**src/rtl/pipe_ctrl_pkg.sv**
```systemverilog
// pipe_ctrl_pkg: scoreboard entry type and forward-select helpers shared by the hazard controller
package pipe_ctrl_pkg;
  localparam int REG_W_MAX = 8;
  localparam int FW_RF = 0;
  typedef struct packed {
    logic                 valid;
    logic [REG_W_MAX-1:0] dest;
    logic                 load;
  } sb_entry_t;
  function automatic int fw_width(input int depth);
    return depth < 1 ? 1 : $clog2(depth + 1);
  endfunction
endpackage

```
**src/rtl/pipe_hazard_ctrl_if.sv**
```systemverilog
// pipe_hazard_ctrl_if: decode/branch/memory inputs and hazard-control outputs of the pipeline controller
interface pipe_hazard_ctrl_if #(
  parameter int REG_W = 5,
  parameter int DEPTH = 3
);
  localparam int FW = pipe_ctrl_pkg::fw_width(DEPTH);
  logic             id_valid;
  logic [REG_W-1:0] id_rs;
  logic [REG_W-1:0] id_rt;
  logic             id_use_rs;
  logic             id_use_rt;
  logic [REG_W-1:0] id_dest;
  logic             id_wr;
  logic             id_load;
  logic             br_taken;
  logic             mem_busy;
  logic             stall;
  logic             freeze;
  logic             flush;
  logic [FW-1:0]    fwd_a;
  logic [FW-1:0]    fwd_b;
  logic [15:0]      stall_cnt;
  modport master (
    output id_valid, id_rs, id_rt, id_use_rs, id_use_rt, id_dest, id_wr, id_load, br_taken, mem_busy,
    input  stall, freeze, flush, fwd_a, fwd_b, stall_cnt
  );
  modport slave (
    input  id_valid, id_rs, id_rt, id_use_rs, id_use_rt, id_dest, id_wr, id_load, br_taken, mem_busy,
    output stall, freeze, flush, fwd_a, fwd_b, stall_cnt
  );
endinterface

```
**src/rtl/pipe_sb_match.sv**
```systemverilog
// pipe_sb_match: youngest-match priority encoder over the scoreboard for one source register
module pipe_sb_match
  import pipe_ctrl_pkg::*;
#(
  parameter int REG_W = 5,
  parameter int DEPTH = 3
) (
  input  sb_entry_t [DEPTH-1:0]           sb,
  input  logic      [REG_W-1:0]           src,
  input  logic                            use_src,
  output logic      [fw_width(DEPTH)-1:0] sel,
  output logic                            ld
);
  localparam int FW = fw_width(DEPTH);
  always_comb begin
    sel = FW'(FW_RF);
    ld = 1'b0;
    for (int k = DEPTH - 1; k >= 0; k--)
      if (use_src && src != '0 && sb[k].valid && sb[k].dest == REG_W_MAX'(src)) begin
        sel = FW'(k + 1);
        ld = sb[k].load;
      end
  end
endmodule

```
**src/rtl/pipe_hazard_ctrl.sv**
```systemverilog
// pipe_hazard_ctrl: scoreboard forwarding select, load-use stall, memory freeze and branch flush control
module pipe_hazard_ctrl
  import pipe_ctrl_pkg::*;
#(
  parameter int REG_W    = 5,
  parameter int DEPTH    = 3,
  parameter int LOAD_LAT = 1,
  parameter int BR_STAGE = 2
) (
  input logic               clk,
  input logic               reset,
  pipe_hazard_ctrl_if.slave bus
);
  localparam int FW = fw_width(DEPTH);
  sb_entry_t [DEPTH-1:0] sb_q, sb_d;
  sb_entry_t             id_e;
  logic                  pending_flush_q, pending_flush_d;
  logic [15:0]           stall_cnt_q, stall_cnt_d;
  logic [FW-1:0]         sel_a, sel_b;
  logic                  ld_a, ld_b, haz_a, haz_b, load_use, freeze, flush, stall;
  pipe_sb_match #(.REG_W(REG_W), .DEPTH(DEPTH)) u_match_rs (
    .sb(sb_q), .src(bus.id_rs), .use_src(bus.id_use_rs), .sel(sel_a), .ld(ld_a)
  );
  pipe_sb_match #(.REG_W(REG_W), .DEPTH(DEPTH)) u_match_rt (
    .sb(sb_q), .src(bus.id_rt), .use_src(bus.id_use_rt), .sel(sel_b), .ld(ld_b)
  );
  always_comb begin
    haz_a = ld_a && sel_a != FW'(FW_RF) && int'(sel_a) <= LOAD_LAT;
    haz_b = ld_b && sel_b != FW'(FW_RF) && int'(sel_b) <= LOAD_LAT;
    load_use = bus.id_valid && (haz_a || haz_b);
    freeze = bus.mem_busy;
    flush = !freeze && (bus.br_taken || pending_flush_q);
    stall = freeze || (load_use && !flush);
    id_e = (bus.id_valid && bus.id_wr && !stall && !flush) ?
           sb_entry_t'{valid: 1'b1, dest: REG_W_MAX'(bus.id_dest), load: bus.id_load} : '0;
    sb_d = sb_q;
    sb_d[0] = freeze ? sb_q[0] : id_e;
    for (int k = 1; k < DEPTH; k++)
      sb_d[k] = freeze ? sb_q[k] : (flush && k - 1 < BR_STAGE) ? '0 : sb_q[k-1];
    pending_flush_d = freeze && (pending_flush_q || bus.br_taken);
    stall_cnt_d = stall_cnt_q + 16'(load_use && !flush && !freeze && stall_cnt_q != 16'hFFFF);
  end
  assign bus.freeze    = freeze;
  assign bus.flush     = flush;
  assign bus.stall     = stall;
  assign bus.fwd_a     = haz_a ? FW'(FW_RF) : sel_a;
  assign bus.fwd_b     = haz_b ? FW'(FW_RF) : sel_b;
  assign bus.stall_cnt = stall_cnt_q;
  always_ff @(posedge clk) begin
    if (reset) begin
      sb_q <= '0;
      pending_flush_q <= 1'b0;
      stall_cnt_q <= '0;
    end else begin
      sb_q <= sb_d;
      pending_flush_q <= pending_flush_d;
      stall_cnt_q <= stall_cnt_d;
    end
  end
endmodule

```
**src/flat_wrapper.sv**
```systemverilog
// flat-port wrapper written by rule: the top's interface ports become plain ports
module pipe_hazard_ctrl_flat import pipe_ctrl_pkg::*;
#(
  parameter int REG_W    = 5,
  parameter int DEPTH    = 3,
  parameter int LOAD_LAT = 1,
  parameter int BR_STAGE = 2
)
  (clk, reset, bus_id_valid, bus_id_rs, bus_id_rt, bus_id_use_rs, bus_id_use_rt, bus_id_dest, bus_id_wr, bus_id_load, bus_br_taken, bus_mem_busy, bus_stall, bus_freeze, bus_flush, bus_fwd_a, bus_fwd_b, bus_stall_cnt);
  pipe_hazard_ctrl_if #(.REG_W(REG_W), .DEPTH(DEPTH)) bus_i ();
  input logic clk;
  input logic reset;
  input wire logic [$bits(bus_i.id_valid)-1:0] bus_id_valid;
  input wire logic [$bits(bus_i.id_rs)-1:0] bus_id_rs;
  input wire logic [$bits(bus_i.id_rt)-1:0] bus_id_rt;
  input wire logic [$bits(bus_i.id_use_rs)-1:0] bus_id_use_rs;
  input wire logic [$bits(bus_i.id_use_rt)-1:0] bus_id_use_rt;
  input wire logic [$bits(bus_i.id_dest)-1:0] bus_id_dest;
  input wire logic [$bits(bus_i.id_wr)-1:0] bus_id_wr;
  input wire logic [$bits(bus_i.id_load)-1:0] bus_id_load;
  input wire logic [$bits(bus_i.br_taken)-1:0] bus_br_taken;
  input wire logic [$bits(bus_i.mem_busy)-1:0] bus_mem_busy;
  output wire logic [$bits(bus_i.stall)-1:0] bus_stall;
  output wire logic [$bits(bus_i.freeze)-1:0] bus_freeze;
  output wire logic [$bits(bus_i.flush)-1:0] bus_flush;
  output wire logic [$bits(bus_i.fwd_a)-1:0] bus_fwd_a;
  output wire logic [$bits(bus_i.fwd_b)-1:0] bus_fwd_b;
  output wire logic [$bits(bus_i.stall_cnt)-1:0] bus_stall_cnt;
  assign bus_i.id_valid = bus_id_valid;
  assign bus_i.id_rs = bus_id_rs;
  assign bus_i.id_rt = bus_id_rt;
  assign bus_i.id_use_rs = bus_id_use_rs;
  assign bus_i.id_use_rt = bus_id_use_rt;
  assign bus_i.id_dest = bus_id_dest;
  assign bus_i.id_wr = bus_id_wr;
  assign bus_i.id_load = bus_id_load;
  assign bus_i.br_taken = bus_br_taken;
  assign bus_i.mem_busy = bus_mem_busy;
  assign bus_stall = bus_i.stall;
  assign bus_freeze = bus_i.freeze;
  assign bus_flush = bus_i.flush;
  assign bus_fwd_a = bus_i.fwd_a;
  assign bus_fwd_b = bus_i.fwd_b;
  assign bus_stall_cnt = bus_i.stall_cnt;
  pipe_hazard_ctrl #(.REG_W(REG_W), .DEPTH(DEPTH), .LOAD_LAT(LOAD_LAT), .BR_STAGE(BR_STAGE)) u_core (.clk(clk), .reset(reset), .bus(bus_i));
endmodule
```
**config.mk**
```make
export PLATFORM = sky130hd
export DESIGN_NAME = pipe_hazard_ctrl_flat
export DESIGN_NICKNAME = d
export VERILOG_FILES = /design/src/rtl/pipe_ctrl_pkg.sv /design/src/rtl/pipe_hazard_ctrl_if.sv /design/src/rtl/pipe_sb_match.sv /design/src/rtl/pipe_hazard_ctrl.sv /design/src/flat_wrapper.sv
export SDC_FILE = /design/constraint.sdc
export NUM_CORES = 1
export LEC_CHECK = 0
export ABC_CLOCK_PERIOD_IN_PS = 4900
export CORE_UTILIZATION = 53
export CTS_CLUSTER_SIZE = 20
export DETAILED_ROUTE_END_ITERATION = 6
export HOLD_SLACK_MARGIN = 0.1
export MAX_ROUTING_LAYER = met4
export PLACE_DENSITY_LB_ADDON = 0.05
export RECOVER_POWER = 25
export SETUP_SLACK_MARGIN = 0.02
export SLEW_MARGIN = 20
export SYNTH_ARGS = -nofsm -noshare
export SYNTH_HDL_FRONTEND = slang
export SYNTH_SLANG_ARGS = --single-unit
```
**constraint.sdc**
```tcl
create_clock -name clk -period 4.9 [get_ports clk]
set_input_delay 0.49 -clock clk [delete_from_list [all_inputs] [get_ports clk]]
set_output_delay 0.49 -clock clk [all_outputs]
set_load 0.02 [all_outputs]
```
==> results.toml, run 1 <==
[logic_synthesis]
avgSynthCellArea_um2 = 8.95
yosysMostFrequentCell = "dfxtp_1"
async_reset_ff_share_pct = 0
ys.flop_type = "dfxtp_1"
synth_top_area_share_pct = 36.9
syn-num-nets = 244
syn_inst = 218
synth_seq_cells = 36
yosysSeqAreaShare_pct = 36.9
synthTopCellsByArea = "dfxtp_1 (37%), xnor2_1 (12%), xor2_1 (7.2%)"
synth_edf_count = 0
netlist_area_mm2 = 0.00195
ys_types = 39
synthTopCellsByCount = "dfxtp_1 (36), nor2_1 (28), xnor2_1 (26), nand2_1 (17), xor2_1 (16)"
synth_warnings = 0
synth_largest_area_cell = "dfxtp_1"

[setup_path]
cp_max_fo = 4
critPathLaunchType = "input port"
reg2reg_setup_slack_ns = 2.01
crit_type = "input port to output pin"
cp.required_ns = 4.41
worst_setup_path_end_kind = "output pin"
critPathArrivalTime_ns = 2.93

[clock_network]
cts_buffers = 5
cts.sink_count = 36
htree_levels = 2
cts_buffer_depth = 2
post_cts_buffers = 0
cts_tree = "yes"
post_cts_resized = 0
clk_latency_ns = 0.30
clkSlewWorstSetupHoldPaths_ns = 0.07
root_buffer = "clkbuf_8"
cts_hold_buf = 0

[layout]
syn_to_final_growth_pct = 30.1
n_antenna_cell = 0
layout-drive-gt1-share_pct = 7.60
nets = 288
layoutNonFillerInstCount = 309

[routing]
drc = 0
vias_per_cell = 5.27
drt_iter0_markers = 80
routedWlPerCell_um = 13.5
wl_um = 4180
ant_nets = 0
vias = 1629
firstDrtPassIters = 4

[global_routing]
grt_max_degree = 22
grt_pass1_vias = 1511
grt_use_total_pct = 24.1
overflow = 0
antenna_found_initial = 0
grt_pass1_wl_um = 7160

[floorplanning]
die_area_mm2 = 0.00393
fp.dieW_um = 62.7
chipHeight_um = 62.7
start_util_pct = 56.7
rows = 21
pin_count = 47
core_area_mm2 = 0.00344

[timing]
timing.final.crit_share_pct = 69.8
tightest_slew_ns = 0.632
timing.slew.headroom_pct = 57.7
slew_viol_final = 0
holdWs_ns = 0.476
final.setup_skew_ns = 0.00639
hold_viol_final = 0
final-setup-viol-count = 0
finalCriticalPeriod_ns = 3.42
rsz0062_at_grt = "false"
timing.fmax_mhz = 293
tns_ns = 0

[placement]
dp.cells = 301
routabilityCongestion = 0.842
detailedPlacementHpwl_um = 3130
port_buffers = 46

[pwr]
ir_drop_uv = 160
power_density_mw_per_mm2 = 247
p_leak_nw = 0.973
finalPower_uw = 627

[worst_hold_path]
holdCritPathClass = "flip-flop to flip-flop"

[flow_run]
drv_cap = 0

[run_status]
status = "completed"
-- cells in the final DEF, fill, tap and decap left out, types with 6 or more instances in the layout --
| cell type | n |
|---|---|
| dfxtp_1 | 36 |
| nor3_1 | 6 |
| xnor2_1 | 26 |
| xor2_1 | 16 |
| nor2_1 | 28 |
| nand4_1 | 10 |
| nand3_1 | 9 |
| mux2i_1 | 13 |
| nand2_1 | 17 |
| clkdlybuf4s50_1 | 32 |
| dlygate4sd3_1 | 14 |
-- stage by stage --
step	instance area (um^2)	utilization (%)	setup slack, ns
final	2540	73.8	1.48
after global routing	2540	73.8	1.40
after CTS	2540	73.8	1.47
after detailed placement	2430	70.5	1.36
after global placement	2430	70.5	1.47
after floorplan	1950	-	2.17
-- final timing paths --
check / startpoint / endpoint / depth (start not counted)
worst min-delay path: u_core.pending_flush_q$_SDFF_PP0_ / u_core.pending_flush_q$_SDFF_PP0_ / 1
worst max register to register: u_core.sb_q[2]$_SDFFE_PP0N_ / u_core.bus.stall_cnt[12]$_SDFF_PP0_ / 10
worst min register to register: u_core.pending_flush_q$_SDFF_PP0_ / u_core.pending_flush_q$_SDFF_PP0_ / 1
worst max-delay path: bus_id_rt[0] / bus_fwd_b[0] / 7
-- sequential cells by signal, indices dropped and copies added, names as in the netlist --
signal                  cells
u_core.pending_flush_q      1
u_core.bus.stall_cnt       16
u_core.sb_q                19
-- logic make-up after synthesis --
kind of cell	Yosys count	share of synthesized area, %
AOI/OAI and AO/OA	17	6.80
xor gates and xnor gates	43	19.7
adders and majority gates	2	1.28
buffers and inverters	13	3.08
DFF	36	36.9
muxes	13	6.67
and+or+nand+nor	94	25.5
-- report_power, final --
group | internal, mW | leakage [nW] | switching, mW | total, mW
Combinational | 0.0347 | 0.628 | 0.0302 | 0.0649
Sequential | 0.294 | 0.290 | 0.00307 | 0.298
Clock | 0.151 | 0.0541 | 0.114 | 0.265
Total | 0.480 | 0.973 | 0.147 | 0.627
-- routing by layer --
layer  global-route usage, %  routed length [um]  vias to the layer above
li1                        -                   -                      836
met1                    33.5                2150                      752
met2                    33.8                1790                       35
met3                    6.57                 186                        6
met4                    6.98                  46                        0
met5                       -                   0                        -
-- worst max-delay path, cell delays in order --
cell,delay (ns)
clkdlybuf4s50_1,0.52
or4_4,0.59
o21ai_2,0.17
nor3_1,0.09
or3b_1,0.39
o21ai_2,0.07
clkdlybuf4s50_1,0.60
-- area by class of cell --
type                    instances  area, um^2
clock buffers                   5        68.8
inverters                       3        11.3
fillers                       285         903
repair buffers                 47         468
clock inverters                 3        42.5
well taps                      46        57.6
multi-input cells             169        1170
flip-flops and latches         36         721
No activity file was read; power rests on OpenSTA's default activity.
==> inputs of run 2 (changes only) <==
--- a/config.mk
+++ b/config.mk
@@ -5,8 +5,8 @@
 export SDC_FILE = /design/constraint.sdc
 export NUM_CORES = 1
 export LEC_CHECK = 0
-export ABC_CLOCK_PERIOD_IN_PS = 4900
-export CORE_UTILIZATION = 53
+export ABC_CLOCK_PERIOD_IN_PS = 3200
+export CORE_UTILIZATION = 49
 export CTS_CLUSTER_SIZE = 20
 export DETAILED_ROUTE_END_ITERATION = 6
 export HOLD_SLACK_MARGIN = 0.1
==> constraint.sdc (replaced) <==
create_clock -name clk -period 3.2 [get_ports clk]
set_input_delay 0.32 -clock clk [delete_from_list [all_inputs] [get_ports clk]]
set_output_delay 0.32 -clock clk [all_outputs]
set_load 0.02 [all_outputs]
==> results.toml, run 2 (synthesis results as in run 1) <==
[run_status]
status = "completed"

[routing]
drt_iter0_markers = 78
vias = 1677
vias_per_cell = 5.29
routedWlPerCell_um = 14.0
ant_nets = 0
wl_um = 4450
drc = 0
firstDrtPassIters = 4

[clock_network]
cts_hold_buf = 0
cts.sink_count = 36
clkSlewWorstSetupHoldPaths_ns = 0.07
cts_buffer_depth = 2
cts_tree = "yes"
root_buffer = "clkbuf_8"
post_cts_buffers = 0
post_cts_resized = 0
cts_buffers = 5
clk_latency_ns = 0.29
htree_levels = 2

[layout]
layout_common_cells = "clkdlybuf4s50_1 (43), dfxtp_1 (36), nor2_1 (28), xnor2_1 (26), nand2_1 (17)"
top_register = "u_core.sb_q"
syn_to_final_growth_pct = 31.3
layout-drive-gt1-share_pct = 8.55
largest_reg_flops = 19
finish.instance_area_mm2 = 0.00256
n_antenna_cell = 0
regArea_um2 = 721
multi_input_area_mm2 = 0.00117
fill_cells = 328
nets = 294
layout_commonest_cell = "clkdlybuf4s50_1"

[setup_path]
worst_path_max_delay_cell = "clkdlybuf4s50_1"
critPathLaunchType = "input port"
cp_max_fo = 4
worst_setup_path_end_kind = "output pin"
cp.required_ns = 2.88
critPathArrivalTime_ns = 2.78
crit_path_max_incr_delay_ns = 0.61
path_cells = "clkdlybuf4s50_1 > or4_4 > o21ai_2 > nor3_1 > or3b_1 > o21ai_2 > clkdlybuf4s50_1"
crit_type = "input port to output pin"
critPathTopFamily = "buffers and inverters"
crit_buf_inv = 2

[timing]
hold_viol_final = 0
rsz0062_at_grt = "false"
timing.slew.headroom_pct = 49.3
holdWs_ns = 0.471
finalCriticalPeriod_ns = 3.10
tightest_slew_ns = 0.760
final.setup_skew_ns = 0.00954
final-setup-viol-count = 0
timing.fmax_mhz = 323
tns_ns = 0
timing.final.crit_share_pct = 96.7
slew_viol_final = 0

[placement]
detailedPlacementHpwl_um = 3340
routabilityCongestion = 0.925
port_buffers = 46
placed_area_mm2 = 0.00247

[global_routing]
antenna_found_initial = 0
grt_max_degree = 22
grt_pass1_vias = 1590
grt_use_total_pct = 23.7
overflow = 0
grt_pass1_wl_um = 7450

[pwr]
p_leak_nw = 0.950
power_density_mw_per_mm2 = 348
ir_drop_uv = 248

[flow_run]
drv_cap = 0

[floorplanning]
pin_count = 47
core_area_mm2 = 0.00374
die_area_mm2 = 0.00424
start_util_pct = 52.1
fp.dieW_um = 65.1
chipHeight_um = 65.1
rows = 22

[worst_hold_path]
holdCritPathClass = "flip-flop to flip-flop"
[run 2: per-stage QoR]
stage / total power, mW / worst slack (ns) / instances / utilization, %
2_1_floorplan: 0.519 / 0.642 / 218 / -
3_3_place_gp: 0.567 / 0.105 / 309 / 66.1
3_5_place_dp: 0.568 / 0.106 / 309 / 66.1
4_1_cts: 0.901 / 0.0998 / 317 / 68.5
5_1_grt: 0.930 / 0.0246 / 317 / 68.4
6_report: 0.891 / 0.104 / 317 / 68.4
[run 2: metal layers]
layer	part of all wire [%]	global-route usage, %
met1	46	28.4
met2	48	38.9
met3	4.0	5.21
met4	1.4	8.70
met5	0	-
[run 2: final timing paths]
kind	startpoint	to	slack [ns]	depth (start not counted)
hold / removal	u_core.pending_flush_q$_SDFF_PP0_	u_core.pending_flush_q$_SDFF_PP0_	0.47	1
setup / recovery	bus_id_rt[0]	bus_fwd_b[0]	0.10	7
setup reg to reg	u_core.sb_q[2]$_SDFFE_PP0N_	u_core.bus.stall_cnt[9]$_SDFF_PP0_	0.65	10
hold reg to reg	u_core.pending_flush_q$_SDFF_PP0_	u_core.pending_flush_q$_SDFF_PP0_	0.47	1
[run 2: where the power goes]
part | switching, mW | total (mW) | leakage, nW | internal (mW)
Clock | 0.159 | 0.335 | 0.0455 | 0.176
Sequential | 0.00486 | 0.456 | 0.290 | 0.451
Combinational | 0.0466 | 0.101 | 0.614 | 0.0542
Total | 0.210 | 0.891 | 0.950 | 0.681
[run 2: worst reg2reg max path: stages, from the launching register on]
cell and delay [ns]:
dfxtp_1 0.49, xnor2_2 0.16, o211ai_1 0.12, or3_4 0.43, a21oi_4 0.17, nor3b_2 0.17, ha_1 0.23, and3_1 0.28
nand4_1 0.14, xor2_1 0.17, nor2_1 0.05
[run 2: layout make-up]
class                   instances  share of cell area [%]
repair buffers                 53                    19.9
flip-flops and latches         36                    28.1
multi-input cells             169                    45.7
well taps                      48                    2.34
clock buffers                   8                    3.52
inverters                       3                   0.440
==> inputs of run 3 (changes only) <==
--- a/config.mk
+++ b/config.mk
@@ -6,9 +6,10 @@
 export NUM_CORES = 1
 export LEC_CHECK = 0
 export ABC_CLOCK_PERIOD_IN_PS = 3200
-export CORE_UTILIZATION = 49
+export CORE_UTILIZATION = 51
 export CTS_CLUSTER_SIZE = 20
 export DETAILED_ROUTE_END_ITERATION = 6
+export GPL_TIMING_DRIVEN = 0
 export HOLD_SLACK_MARGIN = 0.1
 export MAX_ROUTING_LAYER = met4
 export PLACE_DENSITY_LB_ADDON = 0.05
@@ -17,4 +18,5 @@
 export SLEW_MARGIN = 20
 export SYNTH_ARGS = -nofsm -noshare
 export SYNTH_HDL_FRONTEND = slang
+export SYNTH_HIERARCHICAL = 1
 export SYNTH_SLANG_ARGS = --single-unit
==> results.toml, run 3 <==
[run_status]
status = "finished, violations left"
violations = "negative setup slack"

[floorplanning]
rows = 23
pin_count = 47
die_area_mm2 = 0.00454
chipHeight_um = 67.4
start_util_pct = 53.7
core_area_mm2 = 0.00406
fp.dieW_um = 67.4

[clock_network]
htree_levels = 2
cts.sink_count = 38
root_buffer = "clkbuf_8"
clkSlewWorstSetupHoldPaths_ns = 0.08
cts_tree = "yes"
cts_buffer_depth = 2
cts_buffers = 5
clk_latency_ns = 0.29

[setup_path]
crit_type = "input port to flip-flop"
startpoint = "bus_id_rt[2]"
critPathArrivalTime_ns = 3.58
r2r_start = "u_core/sb_q[23]$_SDFFE_PP0N_"
cp_max_fo = 4
worst_setup_path_end_kind = "flip-flop"
cp.required_ns = 3.37
critPathLaunchType = "input port"

[logic_synthesis]
ys.flop_type = "dfxtp_1"
synthTopCellsByArea = "dfxtp_1 (35%), xnor2_1 (14%), mux2i_1 (6.4%)"
synthTopCellsByCount = "dfxtp_1 (38), xnor2_1 (34), nor2_1 (31), mux2i_1 (14), nand2_1 (13)"
async_reset_ff_share_pct = 0
syn_inst = 241
yosysMostFrequentCell = "dfxtp_1"
synth_seq_cells = 38
synth_warnings = 6
synth_edf_count = 0
netlist_area_mm2 = 0.00218
avgSynthCellArea_um2 = 9.04
yosysSeqAreaShare_pct = 34.9
synth_top_area_share_pct = 34.9
synth_largest_area_cell = "dfxtp_1"
ys_types = 45

[pwr]
internal-power_uw = 674
p_switching_uw = 227
clkPwrFrac_pct = 35.5
p_comb_share_pct = 11.5
power_density_mw_per_mm2 = 292
seqPwrFrac_pct = 53.0
finalPower_uw = 901
switching_share_pct = 25.1
ir_drop_uv = 267
p_leak_nw = 1.17

[timing]
final-setup-viol-count = 12
timing.fmax_mhz = 293
finalCriticalPeriod_ns = 3.41
timing.final.crit_share_pct = 107
tns_ns = -1.34
final.setup_skew_ns = 0.00516
holdWs_ns = 0.445
rsz0062_at_grt = "true"
timing.slew.headroom_pct = 58.8
slew_viol_final = 0
tightest_slew_ns = 0.613
finalWorstSetupSlack_ns = -0.214
hold_viol_final = 0

[layout]
layout-drive-gt1-share_pct = 21.2
syn_to_final_growth_pct = 41.7
top_register = "u_core/sb_q"
final_core_util_pct = 76.1
largest_reg_flops = 21
nets = 348
n_antenna_cell = 0
layout_common_cells = "xnor2_1 (32), dfxtp_1 (32), clkdlybuf4s50_1 (31), nor2_1 (29), conb_1 (18)"

[routing]
wl_um = 5470
vias_per_cell = 5.35
vias = 1986
firstDrtPassIters = 4
ant_nets = 0
routedWlPerCell_um = 14.8
drc = 0
drt_iter0_markers = 102

[global_routing]
grtUsageMet2_pct = 40.0
antenna_found_initial = 0
gr-max-usage-layer = "met2"
grt_max_degree = 12
grt_use_met3_pct = 6.42
use_met1_pct = 34.4
grt_use_total_pct = 26.9
grt_pass1_wl_um = 8600
grt_pass1_vias = 1822
overflow = 0

[placement]
port_buffers = 45
routabilityCongestion = 0.884
detailedPlacementHpwl_um = 3770

[worst_hold_path]
min_from = "bus_mem_busy"
holdCritPathClass = "input port to flip-flop"

[flow_run]
drv_cap = 0
-- run 3: cell count changes after synthesis, sizes merged, moves of 5 or more --
cell,previous run,this run
o21ai,9,4
xnor2,27,34
a21oi,2,9
xor2,16,5
inv,3,8
a22o,0,6
-- run 3: worst paths after layout --
kind	slack [ns]	cells after the start	endpoint
max	-0.21	19	u_core/bus.stall_cnt[3]$_SDFF_PP0_
min	0.45	3	u_core/sb_q[29]$_SDFFE_PP0N_
max reg2reg	-0.19	18	u_core/bus.stall_cnt[3]$_SDFF_PP0_
min reg2reg	0.50	1	u_core/sb_q[9]$_SDFFE_PP0N_
-- run 3: critical path, stage by stage --
cell	delay, ns
clkdlybuf4s15_1	0.27
xnor2_1	0.22
nand4_1	0.17
or4_4	0.55
or3b_1	0.36
a21oi_1	0.13
nor2b_2	0.16
a32o_2	0.15
and3b_2	0.21
ha_4	0.16
buf_4	0.11
buf_4	0.09
buf_4	0.09
buf_4	0.09
buf_4	0.09
buf_4	0.10
nand3_2	0.08
xor2_1	0.16
nor2_1	0.05
-- run 3: cells by family (layout without fill, tap and decap cells) --
kind of cell             count (synthesis)  count (layout)  share of synthesized area, %
XOR/XNOR                                39              39                          15.7
other                                    1              18                         0.172
AO/OA/AOI/OAI                           30              30                          9.48
adder cells (fa/ha/maj)                  3               3                          1.72
multiplexers                            14              14                          6.43
buffers and inverters                   19              82                          3.85
AND/OR/NAND/NOR                         97              97                          27.7
flip-flops                              38              38                          34.9
-- run 3: metrics by stage --
| step | cell area, um^2 | cells | setup slack, ns |
|---|---|---|---|
| 3_3_place_gp | 2790 | 353 | -0.714 |
| 5_1_grt | 3090 | 371 | -0.318 |
| 2_1_floorplan | 2280 | 258 | 0.0542 |
| 3_5_place_dp | 2790 | 353 | -0.746 |
| 6_report | 3090 | 371 | -0.214 |
| 4_1_cts | 3000 | 369 | -0.171 |
-- run 3: area by class of cell --
| type | count | area [um^2] |
|---|---|---|
| plain buffers | 11 | 53.8 |
| clock buffers | 6 | 72.6 |
| clock inverters | 1 | 7.51 |
| fillers | 297 | 971 |
| inverters | 8 | 30.0 |
| multi-input cells | 201 | 1580 |
| flip-flops and latches | 38 | 768 |
| well taps | 50 | 62.6 |
| repair buffers | 56 | 512 |
-- run 3: timing repair --
item | 4_1_cts | 5_1_grt
buffers inserted | 9 | 2
pin swaps | 13 | 9
setup endpoints to repair | 16 | 14
hold buffers | 0 | 0
gates resized for setup | 30 | 19
-- run 3: power by group through the flow --
stage / Clock [mW] / Sequential, mW / Combinational (mW)
finish: 0.320 / 0.478 / 0.103
global placement: 0 / 0.489 / 0.102
floorplan: 0 / 0.488 / 0.0533
detailed placement: 0 / 0.489 / 0.103
CTS: 0.325 / 0.477 / 0.0989
global route: 0.346 / 0.478 / 0.112
-- run 3: metal layers --
layer	share of wire, %	wire length, um	up-vias
met3	5.1	281	9
met5	0	0	-
met1	47	2550	926
met2	46	2540	60
met4	1.9	102	0
li1	-	-	991
